`src/rtl/fetch_sequencer.sv`:
```
// LEGv8 fetch-stage controller: owns the PC, issues imem requests over req/ack and
// hands fetched instructions to decode over valid/ready, applying taken-branch redirects.
module fetch_sequencer #(
  parameter logic [63:0] RESET_PC = 64'h0,
  parameter int          CNT_W    = 16
) (
  input  logic             CLK,
  input  logic             resetl,
  output logic             imem_req,
  output logic [63:0]      imem_addr,
  input  logic             imem_ack,
  input  logic [31:0]      imem_data,
  output logic             inst_valid,
  output logic [31:0]      inst,
  output logic [63:0]      inst_pc,
  input  logic             inst_ready,
  input  logic             br_valid,
  input  logic             br_taken,
  input  logic [63:0]      br_pc,
  input  logic [63:0]      br_imm,
  input  logic             halt,
  output logic [63:0]      pc,
  output logic [CNT_W-1:0] taken_cnt,
  output logic [2:0]       fsm_state
);

  // Handshakes: an imem transfer happens on a rising edge where imem_req && imem_ack;
  // decode acceptance happens on a rising edge where inst_valid && inst_ready.
  typedef enum logic [2:0] {
    IDLE   = 3'd0,
    REQ    = 3'd1,
    WAIT   = 3'd2,
    HOLD   = 3'd3,
    DRAIN  = 3'd4,
    HALTED = 3'd5
  } state_t;

  state_t      state;
  logic [63:0] drain_addr;
  logic [63:0] target;
  logic        redirect;
  logic        xfer;
  logic        accept;

  assign redirect  = br_valid && br_taken;
  assign xfer      = imem_req && imem_ack;
  assign accept    = inst_valid && inst_ready;
  assign target    = br_pc + (br_imm << 2);
  // A request that cannot be aborted keeps presenting its original address.
  assign imem_addr = (state == DRAIN) ? drain_addr : pc;
  assign fsm_state = state;

  always_ff @(posedge CLK or negedge resetl) begin
    if (!resetl) begin
      state      <= IDLE;
      pc         <= RESET_PC;
      drain_addr <= '0;
      imem_req   <= 1'b0;
      inst_valid <= 1'b0;
      inst       <= '0;
      inst_pc    <= '0;
      taken_cnt  <= '0;
    end else begin
      if (redirect) begin
        pc         <= target;
        inst_valid <= 1'b0;
        if (taken_cnt != {CNT_W{1'b1}})
          taken_cnt <= taken_cnt + {{(CNT_W-1){1'b0}}, 1'b1};
      end

      case (state)
        IDLE: begin
          state    <= REQ;
          imem_req <= 1'b1;
        end
        REQ: begin
          if (redirect) begin
            state <= REQ;
          end else if (xfer) begin
            inst       <= imem_data;
            inst_pc    <= pc;
            inst_valid <= 1'b1;
            imem_req   <= 1'b0;
            state      <= HOLD;
          end else begin
            state <= WAIT;
          end
        end
        WAIT: begin
          if (redirect) begin
            // Ack landing with the redirect already retires the stale request.
            if (xfer) begin
              state <= REQ;
            end else begin
              drain_addr <= pc;
              state      <= DRAIN;
            end
          end else if (xfer) begin
            inst       <= imem_data;
            inst_pc    <= pc;
            inst_valid <= 1'b1;
            imem_req   <= 1'b0;
            state      <= HOLD;
          end
        end
        HOLD: begin
          if (redirect) begin
            imem_req <= 1'b1;
            state    <= REQ;
          end else if (accept) begin
            inst_valid <= 1'b0;
            pc         <= pc + 64'd4;
            if (halt) begin
              state <= HALTED;
            end else begin
              imem_req <= 1'b1;
              state    <= REQ;
            end
          end
        end
        HALTED: begin
          if (redirect) begin
            imem_req <= 1'b1;
            state    <= REQ;
          end
        end
        DRAIN: begin
          if (xfer)
            state <= REQ;
        end
        default: begin
          imem_req <= 1'b0;
          state    <= IDLE;
        end
      endcase
    end
  end

endmodule

```
`config.mk`:
```
export PLATFORM = sky130hd
export DESIGN_NAME = fetch_sequencer
export DESIGN_NICKNAME = d
export VERILOG_FILES = /design/src/rtl/fetch_sequencer.sv
export SDC_FILE = /design/constraint.sdc
export NUM_CORES = 1
export LEC_CHECK = 0
export ABC_AREA = 1
export CAP_MARGIN = 20
export CORE_AREA = 2 2 197 199
export CTS_CLUSTER_DIAMETER = 30
export DETAILED_ROUTE_END_ITERATION = 7
export DIE_AREA = 0 0 199 201
export MAX_ROUTING_LAYER = met4
export PLACE_DENSITY = 0.74
export REMOVE_ABC_BUFFERS = 1
export SLEW_MARGIN = 0
export SYNTH_ARGS = -nofsm -noshare
export SYNTH_HDL_FRONTEND = slang
export SYNTH_SLANG_ARGS = --single-unit
```
`constraint.sdc`:
```
create_clock -name CLK -period 3.1 [get_ports CLK]
set_clock_uncertainty 0.15 [all_clocks]
set_input_delay 0.62 -clock CLK [delete_from_list [all_inputs] [get_ports CLK]]
set_output_delay 0.62 -clock CLK [all_outputs]
set_load 0.005 [all_outputs]
```
==> impl_summary.log <==
[metrics] via count of the first global-routing pass: 18182
[metrics] via density per instance: 5.18
[metrics] Final Hold Fails: 0
[metrics] minimum clock period after layout: 3.08 ns
[metrics] net count reported at finish: 3367
[metrics] main area contributors after synthesis: sky130_fd_sc_hd__dfrtp_1, sky130_fd_sc_hd__nand2_1, sky130_fd_sc_hd__inv_1, sky130_fd_sc_hd__nand3_1, sky130_fd_sc_hd__o21ai_0
[metrics] die boundary width: 199 microns
[metrics] Least-Margin Pin Slew: 0.779 ns
[metrics] Antenna Violating Nets Remaining: 0
[metrics] half-perimeter wire length after detailed placement: 51.0 mm
[metrics] Overall Global Routing Usage: 32.7%
[metrics] sinks on the clock net: 245
[metrics] area post-placement: 0.0228 sq mm
[metrics] Power Dens Cells: 691 mW/mm^2
[metrics] count of mapped cells out of synthesis: 2622
[metrics] layout cell share with drive strength beyond 1: 9.41%
[metrics] maximum VDD drop: 0.420 mV
[metrics] pin count of the biggest net entering global routing: 130
[metrics] Async S/R FF share, synth: 100%
[metrics] buffer depth of the longest clock path: 3
[metrics] Final setup violation count: 0
[metrics] total of max-cap violations: 0
[metrics] via count: 19083
[metrics] drt pass-1 iters: 5
[metrics] I/O pin total: 412
[metrics] R2R cell count: 11
[metrics] arrival time at the worst endpoint: 2.31 ns
[metrics] insertion delay of the later-clocked pin in the worst-skew pair: 0.53 ns
[metrics] TritonCTS clock tree: done
[metrics] root buffer selected by CTS: sky130_fd_sc_hd__clkbuf_16
[metrics] TritonCTS buffer count: 41
[metrics] H-tree level count: 2
[metrics] kind of start point of the critical path: register
[metrics] #FFs+latches synth: 245
[metrics] Static Leak: 0.0126 uW
[metrics] crit-path max FO: 35
[metrics] Total Routed Length: 64.4 mm
[metrics] capturing element type of the critical path: output port
[metrics] Std-Cell Rows: 72
[metrics] Final WS setup: 0.0233 ns
[metrics] pre-CTS WS: -0.189 ns
[metrics] synth unique cells: 47
[metrics] initial core utilization: 45.4%
[metrics] clock transition at the registers of the reported paths: 0.05 ns
[metrics] cell area after synthesis: 0.0173 sq mm
[metrics] top achievable clock speed: 325 MHz
[metrics] post-route standard cell area excluding fillers: 0.0244 sq mm
[metrics] post-synth top area cell: sky130_fd_sc_hd__dfrtp_1
[metrics] initial antenna violation count: 0
[metrics] layout-stage area growth over the synthesis result: 41.3%
[metrics] number of enable flip-flop cells after synthesis: 0
[metrics] I/O Buffers: 409
[metrics] relative slew slack: 47.7%
[metrics] most numerous cell types in the synthesized netlist: sky130_fd_sc_hd__nand2_1, sky130_fd_sc_hd__inv_1, sky130_fd_sc_hd__dfrtp_1
[metrics] Routed WL per cell: 17.5 microns
[metrics] mean area per synthesized cell: 6.60 sq um
[metrics] sequential share of the synthesized area: 35.4%
[metrics] area share of the largest cell type after synthesis: 35.4%
[metrics] die boundary height: 201 microns
[metrics] DRC errors left: 0
[metrics] register-to-register setup slack: 0.58 ns
[metrics] total grt overflow: 0
[metrics] status: finished, final reports clean
[metrics] most instantiated flip-flop cell in the synthesis netlist: sky130_fd_sc_hd__dfrtp_1
[metrics] core box area: 0.0381 sq mm
[metrics] critical path data required time: 2.33 ns
[metrics] number of pins exceeding their max-slew limit in the final report: 0
[metrics] count of cells along the worst hold path: 2
[metrics] most common cell in the synthesized netlist: sky130_fd_sc_hd__nand2_1
[metrics] count of antenna diodes in the layout: 0
[metrics] initial DRC count: 1272
[metrics] routability congestion estimate: 0.958
[metrics] Hold/Removal Path Class: reg2reg
[metrics] critical path class: reg2out
[metrics] wire length of the first global-routing pass: 99.5 mm
[metrics] synthesis warning total: 0
[metrics] period utilisation layout: 99.2%
[metrics] full die area: 0.0400 sq mm
final cells by class:
class / count / area, sq um
sequential: 245 / 6130
tap: 518 / 648
inverter: 403 / 1510
fill: 3444 / 13700
clock inverter: 22 / 297
multi-input combinational: 1908 / 9430
timing repair buffer: 537 / 5250
clock buffer: 52 / 1160
final timing paths:
check | to | startpoint
setup / recovery | imem_addr[50] | fsm_state[1]
hold / removal | inst_pc[31] | inst_pc[31]
setup reg to reg | pc[21] | fsm_state[2]
hold reg to reg | inst_pc[31] | inst_pc[31]
max in group asynchronous | inst_pc[23] | resetl
min in group asynchronous | drain_addr[3] | resetl
report_power, final:
part           switching, uW  internal, uW
sequential               886          4400
combinational           3330          3530
clock                   1600          3140
total                   5810         11100
metrics by stage:
step | total power (uW) | utilization, % | hold slack, ns | setup TNS [ns] | std cells
after global placement | 11800 | 59.9 | 0.315 | -0.234 | 3601
after floorplan | 7990 | - | 0.174 | -284.05 | 2555
after global routing | 17900 | 64.1 | 0.357 | -0.0404 | 3685
after CTS | 16900 | 64.0 | 0.335 | 0 | 3684
final | 16900 | 64.1 | 0.332 | 0 | 3685
after detailed placement | 12000 | 59.9 | 0.322 | -0.396 | 3601
registers in the layout (all words and copies together) (netlist names):
signal	flops
inst_pc	64
drain_addr	64
inst_valid	1
pc	64
imem_req	1
fsm_state	3
inst	32
taken_cnt	16
layer usage:
metal	GRT usage (%)	routed length, microns	up-vias
li1	-	-	9374
met1	42.4	27700	8867
met2	53.5	30300	724
met3	3.56	4340	118
met4	9.91	2040	0
met5	-	0	-
cell families (layout without fill, tap and decap cells):
group           Yosys count  after routing  share of synthesized area [%]
flops                   245            245                           35.4
compound gates          358            358                           10.8
simple gates           1422           1423                           35.1
mux                      33             33                           2.15
fa+ha+maj                64             64                           4.67
buf+inv                 470           1014                           10.4
xor+xnor                 30             30                           1.52
timing repair:
| item | 4_1_cts | 5_1_grt |
|---|---|---|
| gates cloned | 2 | 0 |
| endpoints found under the hold margin | 55 | 0 |
| endpoints found under the setup margin | 60 | 30 |
| hold buffers | 1 | 0 |
| resized for setup | 11 | 17 |
| pin swaps | 1 | 0 |
| buffers inserted | 6 | 1 |
worst max-delay path, cell delays in order (launching register included):
cell and delay [ns]:
sky130_fd_sc_hd__dfrtp_2 0.42, sky130_fd_sc_hd__nor2_4 0.17, sky130_fd_sc_hd__nand2_4 0.14, sky130_fd_sc_hd__buf_12 0.15, sky130_fd_sc_hd__buf_12 0.16, sky130_fd_sc_hd__a21oi_4 0.21
sky130_fd_sc_hd__clkdlybuf4s50_1 0.53
placed cells by master (no fill, tap or decap), types with 5 or more instances in the layout:
master,Yosys,routed
sky130_fd_sc_hd__o21ai_1,7,7
sky130_fd_sc_hd__buf_12,0,11
sky130_fd_sc_hd__o21ai_0,179,179
sky130_fd_sc_hd__nand3_1,185,185
sky130_fd_sc_hd__nor2_4,7,9
sky130_fd_sc_hd__a21oi_1,142,139
sky130_fd_sc_hd__dlygate4sd2_1,0,5
sky130_fd_sc_hd__xnor2_1,9,9
sky130_fd_sc_hd__nor2_1,229,227
sky130_fd_sc_hd__nor3_2,5,5
sky130_fd_sc_hd__nor4_1,9,9
sky130_fd_sc_hd__dlymetal6s2s_1,0,14
sky130_fd_sc_hd__nor3_1,32,32
sky130_fd_sc_hd__dfrtp_1,245,242
sky130_fd_sc_hd__bufinv_16,0,6
sky130_fd_sc_hd__nand3b_1,7,7
sky130_fd_sc_hd__clkdlybuf4s50_1,0,389
sky130_fd_sc_hd__inv_1,393,392
sky130_fd_sc_hd__o211ai_1,7,7
sky130_fd_sc_hd__nand2_1,866,864
sky130_fd_sc_hd__nand4_1,42,42
sky130_fd_sc_hd__o21bai_1,6,6
sky130_fd_sc_hd__buf_4,2,115
sky130_fd_sc_hd__mux2_2,33,33
sky130_fd_sc_hd__clkinvlp_4,0,7
sky130_fd_sc_hd__o221ai_1,5,5
sky130_fd_sc_hd__inv_2,9,10
sky130_fd_sc_hd__nand2_2,6,8
sky130_fd_sc_hd__o22ai_1,5,5
sky130_fd_sc_hd__clkbuf_16,0,42
sky130_fd_sc_hd__clkbuf_8,0,7
sky130_fd_sc_hd__clkinv_2,0,7
sky130_fd_sc_hd__ha_1,63,63
sky130_fd_sc_hd__xor2_1,21,21
sky130_fd_sc_hd__or2_2,6,6
sky130_fd_sc_hd__nor2_2,6,6
Note: power is estimated with default switching activity, not from simulation.
